--- src/rtl/mips_core_pkg.sv ---
// Shared core types for the branch history table arbiter.
// BranchOutcome is the core-wide branch outcome type; BhtState sequences
// the table between its reset sweep and normal service.
package mips_core_pkg;

    localparam int ADDR_WIDTH = 32;

    typedef enum logic {
        NOT_TAKEN = 1'b0,
        TAKEN     = 1'b1
    } BranchOutcome;

    typedef enum logic {
        INIT = 1'b0,
        RUN  = 1'b1
    } BhtState;

    // Weakly-not-taken: every entry starts here after the sweep.
    localparam logic [1:0] BHT_CTR_INIT = 2'b01;

    // Saturating 2-bit counter step toward the resolved outcome.
    function automatic logic [1:0] bht_ctr_next(input logic [1:0] ctr,
                                                input BranchOutcome outcome);
        if (outcome == TAKEN) begin
            return (ctr == 2'b11) ? ctr : ctr + 2'b01;
        end
        return (ctr == 2'b00) ? ctr : ctr - 2'b01;
    endfunction

endpackage

--- src/rtl/bht_update_fifo.sv ---
// In-order feedback queue for the branch history table.
// With BHT_FWD_EN defined it also exposes its storage, per-slot valid bits
// and head pointer so the arbiter can forward pending outcomes.
module bht_update_fifo #(
    parameter int WIDTH = 7,
    parameter int DEPTH = 4
) (
    input  logic                         clk,
    input  logic                         rst_n,
    input  logic                         i_push,
    input  logic [WIDTH-1:0]             i_data,
    input  logic                         i_pop,
    output logic [WIDTH-1:0]             o_data,
    output logic                         o_full,
    output logic                         o_empty,
    output logic [$clog2(DEPTH):0]       o_count
`ifdef BHT_FWD_EN
    ,
    output logic [DEPTH-1:0][WIDTH-1:0]  o_entries,
    output logic [DEPTH-1:0]             o_valid,
    output logic [$clog2(DEPTH)-1:0]     o_head
`endif
);

    localparam int PTR_W = $clog2(DEPTH);
    localparam int CNT_W = PTR_W + 1;

    logic [WIDTH-1:0] mem_q [DEPTH];
    logic [PTR_W-1:0] wr_ptr_q;
    logic [PTR_W-1:0] rd_ptr_q;
    logic [CNT_W-1:0] count_q;

    assign o_full  = (count_q == CNT_W'(DEPTH));
    assign o_empty = (count_q == '0);
    assign o_count = count_q;
    assign o_data  = mem_q[rd_ptr_q];

    // Pointers wrap naturally because DEPTH is a power of two.
    always_ff @(posedge clk or negedge rst_n) begin
        if (!rst_n) begin
            wr_ptr_q <= '0;
            rd_ptr_q <= '0;
            count_q  <= '0;
        end else begin
            if (i_push) wr_ptr_q <= wr_ptr_q + 1'b1;
            if (i_pop)  rd_ptr_q <= rd_ptr_q + 1'b1;
            case ({i_push, i_pop})
                2'b10:   count_q <= count_q + 1'b1;
                2'b01:   count_q <= count_q - 1'b1;
                default: count_q <= count_q;
            endcase
        end
    end

    // Entry storage.
    // NOTE: storage has no reset; the pointers and count alone define which slots hold data.
    always_ff @(posedge clk) begin
        if (i_push) mem_q[wr_ptr_q] <= i_data;
    end

`ifdef BHT_FWD_EN
    logic [DEPTH-1:0] valid_q;

    // Slot valid bits; a push into the slot being popped (full queue) keeps it valid.
    always_ff @(posedge clk or negedge rst_n) begin
        if (!rst_n) begin
            valid_q <= '0;
        end else begin
            if (i_pop)  valid_q[rd_ptr_q] <= 1'b0;
            if (i_push) valid_q[wr_ptr_q] <= 1'b1;
        end
    end

    // Flatten storage for the forwarding scan.
    always_comb begin
        for (int i = 0; i < DEPTH; i++) begin
            o_entries[i] = mem_q[i];
        end
    end

    assign o_valid = valid_q;
    assign o_head  = rd_ptr_q;
`endif

endmodule

--- src/rtl/branch_history_table_arbiter.sv ---
// Branch history table with one access per cycle shared between decode
// lookups and queued execute feedback. A reset sweep writes every counter
// to weakly-not-taken before lookups are served.
// Optional feature: define BHT_FWD_EN to forward pending queue outcomes
// to lookups of a matching index.
module branch_history_table_arbiter
    import mips_core_pkg::*;
#(
    parameter int INDEX_BITS     = 6,
    parameter int UPDATE_Q_DEPTH = 4
) (
    input  logic                          clk,
    input  logic                          rst_n,
    input  logic                          i_req_valid,
    input  logic [ADDR_WIDTH-1:0]         i_req_pc,
    output BranchOutcome                  o_req_prediction,
    output logic                          o_req_stall,
    input  logic                          i_fb_valid,
    input  logic [ADDR_WIDTH-1:0]         i_fb_pc,
    input  BranchOutcome                  i_fb_outcome,
    output logic                          o_fb_drop,
    output logic                          o_init_done,
    output logic [$clog2(UPDATE_Q_DEPTH):0] o_q_count
);

    localparam int ENTRIES = 1 << INDEX_BITS;
    localparam int Q_W     = INDEX_BITS + 1;

    BhtState               state_q;
    logic [INDEX_BITS-1:0] sweep_q;
    logic [1:0]            table_q [ENTRIES];

    logic [INDEX_BITS-1:0] req_idx;
    logic [INDEX_BITS-1:0] fb_idx;
    logic [INDEX_BITS-1:0] head_idx;
    logic [INDEX_BITS-1:0] access_idx;
    BranchOutcome          head_outcome;
    logic [Q_W-1:0]        q_head;
    logic                  q_full;
    logic                  q_empty;
    logic                  push;
    logic                  drain;
    logic [1:0]            rd_ctr;

    assign req_idx      = i_req_pc[INDEX_BITS+1:2];
    assign fb_idx       = i_fb_pc[INDEX_BITS+1:2];
    assign head_idx     = q_head[Q_W-1:1];
    assign head_outcome = BranchOutcome'(q_head[0]);
    assign o_init_done  = (state_q == RUN);

    wire unused_pc_bits = &{1'b0, i_req_pc[ADDR_WIDTH-1:INDEX_BITS+2], i_req_pc[1:0],
                            i_fb_pc[ADDR_WIDTH-1:INDEX_BITS+2], i_fb_pc[1:0]};

`ifdef BHT_FWD_EN
    logic [UPDATE_Q_DEPTH-1:0][Q_W-1:0]   q_entries;
    logic [UPDATE_Q_DEPTH-1:0]            q_valid;
    logic [$clog2(UPDATE_Q_DEPTH)-1:0]    q_head_ptr;
`endif

    bht_update_fifo #(
        .WIDTH (Q_W),
        .DEPTH (UPDATE_Q_DEPTH)
    ) u_fifo (
        .clk       (clk),
        .rst_n     (rst_n),
        .i_push    (push),
        .i_data    ({fb_idx, i_fb_outcome}),
        .i_pop     (drain),
        .o_data    (q_head),
        .o_full    (q_full),
        .o_empty   (q_empty),
        .o_count   (o_q_count)
`ifdef BHT_FWD_EN
        ,
        .o_entries (q_entries),
        .o_valid   (q_valid),
        .o_head    (q_head_ptr)
`endif
    );

    // Arbitrate the single table port: a full queue beats decode, decode beats an idle drain.
    // NOTE: every output of this block gets a default first so no path infers a latch.
    always_comb begin
        push        = 1'b0;
        drain       = 1'b0;
        o_req_stall = 1'b0;
        o_fb_drop   = 1'b0;
        if (state_q == INIT) begin
            o_req_stall = i_req_valid;
            o_fb_drop   = i_fb_valid;
        end else begin
            push = i_fb_valid;
            if (q_full) begin
                drain       = 1'b1;
                o_req_stall = i_req_valid;
            end else if (!i_req_valid && !q_empty) begin
                drain = 1'b1;
            end
        end
    end

    // Single read address: sweep slot, drain target, or lookup index.
    always_comb begin
        if (state_q == INIT) access_idx = sweep_q;
        else if (drain)      access_idx = head_idx;
        else                 access_idx = req_idx;
    end

    assign rd_ctr = table_q[access_idx];

    // Prediction from the counter MSB, optionally overridden by the youngest pending match.
    always_comb begin
        o_req_prediction = NOT_TAKEN;
        if (state_q == RUN && !drain) begin
            o_req_prediction = BranchOutcome'(rd_ctr[1]);
`ifdef BHT_FWD_EN
            for (int k = 0; k < UPDATE_Q_DEPTH; k++) begin
                if (q_valid[q_head_ptr + k[$clog2(UPDATE_Q_DEPTH)-1:0]] &&
                    q_entries[q_head_ptr + k[$clog2(UPDATE_Q_DEPTH)-1:0]][Q_W-1:1] == req_idx) begin
                    o_req_prediction =
                        BranchOutcome'(q_entries[q_head_ptr + k[$clog2(UPDATE_Q_DEPTH)-1:0]][0]);
                end
            end
`endif
        end
    end

    // Table write port: sweep initialisation or drained read-modify-write.
    always_ff @(posedge clk) begin
        if (state_q == INIT) begin
            table_q[sweep_q] <= BHT_CTR_INIT;
        end else if (drain) begin
            table_q[head_idx] <= bht_ctr_next(rd_ctr, head_outcome);
        end
    end

    // Sweep sequencer: walk every entry once, then serve.
    always_ff @(posedge clk or negedge rst_n) begin
        if (!rst_n) begin
            state_q <= INIT;
            sweep_q <= '0;
        end else if (state_q == INIT) begin
            sweep_q <= sweep_q + 1'b1;
            if (sweep_q == '1) state_q <= RUN;
        end
    end

endmodule
--- config.mk ---
export PLATFORM = sky130hd
export DESIGN_NAME = branch_history_table_arbiter
export DESIGN_NICKNAME = d
export VERILOG_FILES = /design/src/rtl/mips_core_pkg.sv /design/src/rtl/bht_update_fifo.sv /design/src/rtl/branch_history_table_arbiter.sv
export SDC_FILE = /design/constraint.sdc
export NUM_CORES = 1
export LEC_CHECK = 0
export CORE_ASPECT_RATIO = 1.1
export CORE_MARGIN = 2
export CORE_UTILIZATION = 40
export DETAILED_ROUTE_END_ITERATION = 6
export GPL_ROUTABILITY_DRIVEN = 0
export GPL_TIMING_DRIVEN = 0
export PLACE_DENSITY_LB_ADDON = 0.15
export SLEW_MARGIN = 10
export SYNTH_ARGS = -nofsm -noshare
export SYNTH_HDL_FRONTEND = slang
export SYNTH_SLANG_ARGS = --single-unit
--- constraint.sdc ---
create_clock -name clk -period 7.1 [get_ports clk]
set_input_delay 1.42 -clock clk [delete_from_list [all_inputs] [get_ports clk]]
set_output_delay 1.42 -clock clk [all_outputs]
set_load 0.02 [all_outputs]
### Word-level counts from Yosys, hierarchy flattened

Memories as Yosys holds them, arrays and structs flattened.
Index checks and enable logic that the tools add are counted.

| operators by class | value |
|---|---|
| add/sub/neg operators | 7 |
| multiply operators | 0 |
| div/mod/pow operators | 0 |
| magnitude comparators | 0 |
| eq/ne operators | 5 |
| shift-type cells | 0 |
| mux-type cells | 31 |
| bitwise logic cells | 0 |
| reduce and logical (&&, ||, !) cells | 9 |

Operators by type and width:

| kind | count |
|---|---|
| $mux 1 | 20 |
| $mux 6 | 3 |
| $mux 2 | 7 |
| $add 2x1->2 const B | 3 |
| $add 6x1->6 const B | 1 |
| $eq 6x6->1 const B | 1 |
| $pmux 3 s2 | 1 |
| $eq 2x2->1 const B | 2 |
| $add 3x1->3 const B | 1 |
| $eq 3x3->1 const B | 1 |
| $logic_not 1->1 | 3 |
| $logic_not 3->1 | 1 |
| $sub 3x1->3 const B | 1 |
| $eq 2x1->1 const B | 1 |
| $logic_and 1x1->1 | 2 |
| $logic_not 2->1 | 1 |
| $reduce_bool 2->1 | 1 |
| $reduce_or 2->1 | 1 |
| $sub 2x1->2 const B | 1 |

| storage, ports and cells | value |
|---|---|
| register bits after elaboration | 14 |
| bits in latches | 0 |
| memory bits (writable) | 156 |
| ROM bits | 0 |
| input port bits | 69 |
| logic and storage cells | 59 |
| memories | 2 |

Memory list:

| memory | words | bits a word | rd ports | clocked after Yosys merged registers in | wr ports | line | source |
|---|---|---|---|---|---|---|---|
| table_q | 64 | 2 | 1 | 0 | 1 | branch_history_table_arbiter.sv:31 | `logic [1:0] table_q [ENTRIES];` |
| u_fifo.mem_q | 4 | 7 | 1 | 0 | 1 | bht_update_fifo.sv:28 | `logic [WIDTH-1:0] mem_q [DEPTH];` |

### Longest topological paths before layout

An unclocked memory read counts as a cell.

| logic depth | value |
|---|---|
| depth in word-level cells | 16 |
| depth in mapped cells | 13 |

### By module

From an unflattened synthesis, not the netlist that was laid out.

| unflattened totals | value |
|---|---|
| cell total of the unflattened synthesis | 584 |
| area total of the unflattened synthesis | 7831.3 µm² |

Modules (own cells, without submodules):

| module | times used | cells an instance | area each (µm²) | sequential area each (µm²) |
|---|---|---|---|---|
| branch_history_table_arbiter | 1 | 510 | 6422.4 | 4018.9 |
| bht_update_fifo | 1 | 74 | 1408.9 | 1016.0 |

### Worst setup path before layout

No wires, ideal clock.

| timing path | value |
|---|---|
| kind | input to register |
| start point | in i_req_valid |
| end point | mem table_q[0][0] (data pin) |
| setup time | 0.588 ns |
| arrival | 5.639 ns |
| path slack | 0.873 ns |
| stages | 10 |
| buffers on the path | 1 |
| cells stage by stage | o21bai_2 -> a211o_2 -> and2_1 -> buf_6 -> mux2i_1 -> mux4_2 -> and3_1 -> a2111o_1 -> or3_1 -> a31oi_1 |

| on the way | value |
|---|---|
| cells in the longest elaborated chain, start to end | 15 |
| elaborated cells between the ends (all ways) | 23 |
| classes of those cells | 2 x add/sub; 1 x eq/ne; 15 x mux; 4 x reduce/logical; 1 x memory |

Ends and longest elaborated chain:

| item | line | source |
|---|---|---|
| start: declaration | branch_history_table_arbiter.sv:14 | `input logic i_req_valid,` |
| $logic_not 1->1 (*) | branch_history_table_arbiter.sv:96 | `end else if (!i_req_valid && !q_empty) begin` |
| $logic_and 1x1->1 (*) | branch_history_table_arbiter.sv:96 |  |
| $mux 1 (*) | branch_history_table_arbiter.sv:96 |  |
| $mux 1 (*) | branch_history_table_arbiter.sv:93 | `if (q_full) begin` |
| $mux 1 (*) | branch_history_table_arbiter.sv:88 | `if (state_q == INIT) begin` |
| $mux 6 | branch_history_table_arbiter.sv:105 | `else if (drain) access_idx = head_idx;` |
| $mux 6 | branch_history_table_arbiter.sv:104 | `if (state_q == INIT) access_idx = sweep_q;` |
| $mem_v2 64x2 | n/a |  |
| $add 2x1->2 / $eq 2x2->1 (equally long branches) | mips_core_pkg.sv:25 | `return (ctr == 2'b11) ? ctr : ctr + 2'b01;` |
| $mux 2 | mips_core_pkg.sv:25 |  |
| $mux 2 | mips_core_pkg.sv:24 | `if (outcome == TAKEN) begin` |
| $mux 2 | mips_core_pkg.sv:27 | `return (ctr == 2'b00) ? ctr : ctr - 2'b01;` |
| $mux 2 | branch_history_table_arbiter.sv:132 | `end else if (drain) begin` |
| $mux 2 | branch_history_table_arbiter.sv:130 | `if (state_q == INIT) begin` |
| $mux 2 (no source line) (*) | n/a |  |
| end: declaration | branch_history_table_arbiter.sv:31 |  |

Mark *: on every way between the ends. The rest lies on a longest branch, timed or not. The select of a mux whose other input is x is not followed.

### Worst setup path in the final report

| timing path | value |
|---|---|
| start point | in i_req_valid |
| end point | out o_req_prediction |

| on the way | value |
|---|---|
| cells in the longest elaborated chain, start to end | 9 |
| elaborated cells between the ends (all ways) | 11 |
| classes of those cells | 6 x mux; 4 x reduce/logical; 1 x memory |

Ends and longest elaborated chain:

| item | line | source |
|---|---|---|
| $logic_not 1->1 (*) | branch_history_table_arbiter.sv:96 |  |
| $logic_and 1x1->1 (*) | branch_history_table_arbiter.sv:96 |  |
| $mux 1 (*) | branch_history_table_arbiter.sv:96 |  |
| $mux 1 (*) | branch_history_table_arbiter.sv:93 |  |
| $mux 1 (*) | branch_history_table_arbiter.sv:88 |  |
| $mux 6 | branch_history_table_arbiter.sv:105 |  |
| $mux 6 | branch_history_table_arbiter.sv:104 |  |
| $mem_v2 64x2 | n/a |  |
| $mux 1 (*) | branch_history_table_arbiter.sv:114 | `if (state_q == RUN && !drain) begin` |
| end: declaration | branch_history_table_arbiter.sv:16 | `output BranchOutcome o_req_prediction,` |

Mark *: on every way between the ends. The rest lies on a longest branch, timed or not.

==> key figures <==
Clock network
  • CTS Buf Count: 17
  • Clk sinks: 170
  • CTS max path bufs: 2
  • Clk slew on worst S/H paths: 0.06 ns
  • CTS HTree Levels: 4
  • Worst-Skew Late Latency: 0.43 ns
  • Hold_buf cts: 0
  • Root buf cell: clkbuf_16
  • CTS tree: yes

Worst setup path
  • FF-to-FF path depth: 12
  • Reg-to-Reg End: table_q[8][1]
  • Crit end category: primary output
  • CP startpoint kind: input port
  • CP required: 5.68 ns
  • R2R setup slack: 2.39 ns
  • Critical path class: input port to primary output
  • CP max FO: 10
  • CP arrival: 5.48 ns
  • Origin of the critical flop-to-flop path: u_fifo.o_count[0]

Timing
  • Rel. slew slack: 46.4%
  • RSZ-0062 raised after global routing: no
  • Slew @ Worst Pin: 0.782 ns
  • Fin crit share: 97.2%
  • Final hold viol count: 0
  • Final Critical Period: 6.90 ns
  • Setup-failing EPs final: 0
  • Fin. max-slew vios: 0
  • Post-Route Skew: 0.0103 ns
  • Highest clock rate: 0.145 GHz
  • Setup TNS Final: 0 ns

Logic synthesis
  • Share of the synthesized area in the top cell type: 61.0%
  • Cell taking the most area after synthesis: edfxtp_1
  • Ys Warns: 0
  • Fraction of registers with async set/reset: 8.24%
  • Syn nets: 626
  • Distinct cells, synth: 55
  • Synth top area cells: edfxtp_1 61%, dfrtp_1 4.6%, mux4_2 3.8%
  • Post-synthesis sequential area ratio: 65.6%
  • Most frequent cell after synthesis: edfxtp_1
  • Number of synthesized register bits: 170
  • Syn Std Cell Area: 7680 um2
  • Post-Syn Instances: 550
  • Commonest cells post-synth: 156 x edfxtp_1, 74 x nor2_1, 64 x nand2_1
  • Post-synth EDFFs: 156
  • Ys flop type: edfxtp_1
  • Syn_area_per_cell: 14.0 um2

Floorplanning
  • Height of the die: 149 um
  • I/O pin count: 76
  • Die width: 136 um
  • Cell Rows: 53
  • Core ar.: 19000 um2
  • Full die area: 20300 um2
  • Initial Utilization: 40.5%

Global route
  • Gr usage total: 20.6%
  • Vias in the first global route: 5060
  • Grt total ovfl: 0
  • Initial antenna violation count: 0
  • Largest net degree at the start of global routing: 34
  • First-pass GRT wire length: 30100 um

Outcome
  • Status: finished clean

Final layout
  • Reg area: 5030 um2
  • Share of cells above drive strength 1: 15.0%
  • Multi-input gate area: 2390 um2
  • P&R area growth vs syn: 16.5%
  • Final core utilization: 47.2%
  • Nets@finish: 670
  • # fillers: 1701

Power and ir drop
  • PD cells: 230 nW/um2
  • Peak VDD IR: 165 uV
  • Leak: 2.76 nW

Min path
  • Hold Path Class: flip-flop to flip-flop
  • Worst hold endpoint: u_fifo.o_count[2]
  • Hold Startpoint: u_fifo.o_count[2]
  • Min-Delay Path Depth: 1

Route
  • Vias after detailed routing: 4935
  • Post-route DRC violation count: 0
  • Drt wl/cell: 22.9 um
  • Vias/cell: 5.77
  • Initial DRC Count: 454
  • Final wirelength: 19600 um
  • First-pass detailed-route iteration total: 5
  • Antenna-violating nets left: 0

Placed design
  • HPWL after detailed placement: 13600 um
  • Port Buffers: 23

Flow run
  • Max-cap violations: 0
## through the flow
stage | cell area (um2) | setup WS [ns] | std cells | hold WS (ns) | power [mW]
floorplan | 7680 | 0.873 | 550 | 0.475 | 1.10
global placement | 8220 | -2.38 | 820 | 0.481 | 1.12
detailed placement | 8320 | -0.218 | 823 | 0.497 | 1.12
CTS | 8930 | 0.0533 | 855 | 0.512 | 2.07
global route | 8940 | 0.0159 | 854 | 0.547 | 2.11
finish | 8950 | 0.197 | 855 | 0.508 | 2.05
## layout make-up
cell class                      instances  area share, %
Sequential cell                       170           56.3
Multi-Input combinational cell        342           26.7
Clock buffer                           20           4.88
Timing Repair Buffer                   26           3.50
Tap cell                              247           3.45
Buffer                                 28           2.87
Clock inverter                         12           1.94
Inverter                                9          0.378
Antenna cell                            1         0.0280
## where the power goes
group	internal [mW]	switching, mW	leakage [nW]
Combinational	0.00940	0.00776	1.25
Sequential	1.08	0	1.22
Clock	0.587	0.371	0.291
## routing by layer
metal  vias up  GRT usage [%]  part of all wire, %
met5         -              0                    0
met4         0           8.91                  3.3
met3        52           4.96                  6.0
met2       176           33.5                   49
met1      2496           26.2                   42
li1       2211              -                    -
## state kept, by name, summed over array words and instances, names as in the netlist
signal and cells:
table_q 128, u_fifo.o_count 3, u_fifo.rd_ptr_q 2, o_init_done 1, u_fifo.mem_q 28, sweep_q 6
u_fifo.wr_ptr_q 2
## placed cells by master, fill, tap and decap left out, types with 5 or more instances in the layout
master | synthesis | layout
xnor2_1 | 8 | 8
mux2i_1 | 19 | 19
a211oi_1 | 30 | 30
clkbuf_1 | 6 | 8
nand4_1 | 6 | 6
nand3_1 | 14 | 14
and3_1 | 28 | 28
a21oi_1 | 5 | 5
clkdlybuf4s50_1 | 0 | 23
dfrtp_1 | 14 | 14
inv_1 | 9 | 9
nand2_1 | 64 | 64
nor2_1 | 74 | 74
buf_4 | 5 | 5
clkbuf_16 | 0 | 17
ha_1 | 6 | 6
buf_6 | 9 | 9
a31oi_1 | 6 | 5
mux4_2 | 13 | 13
edfxtp_1 | 156 | 156
a311oi_1 | 8 | 8
## worst max path at each step
stage / from / endpoint / slack [ns]
2_1_floorplan: i_req_valid / table_q[0][0] / 0.87
3_3_place_gp: i_req_valid / table_q[6][0] / -2.38
3_5_place_dp: i_req_valid / o_req_prediction / -0.22
4_1_cts: i_req_valid / o_req_prediction / 0.05
5_1_grt: i_req_valid / o_req_prediction / 0.02
6_report: i_req_valid / o_req_prediction / 0.20
## repair_timing
action	4_1_cts	5_1_grt
endpoints found under the setup margin	1	1
pin swaps	0	1
resized for setup	1	4
hold endpoints to repair	0	0
setup buffers	0	0
## cell families after synthesis
group / after synthesis / synth area share [%]
and+or+nand+nor: 205 / 12.2
xor gates and xnor gates: 11 / 1.25
AOI/OAI and AO/OA: 83 / 8.93
DFF: 170 / 65.6
adders and majority gates: 7 / 1.24
muxes: 36 / 7.07
buffers and inverters: 38 / 3.80
## worst max-delay path: stages
cell             delay [ns]
clkdlybuf4s50_1        0.42
o21bai_2               0.28
a211o_2                0.41
o221a_2                0.13
buf_4                  0.21
buf_4                  0.22
buf_2                  0.23
a31oi_1                0.24
o22ai_1                0.14
a2111o_1               0.46
or3_1                  0.45
nor2_1                 0.22
clkdlybuf4s50_1        0.65
(Power assumes the default switching activity.)
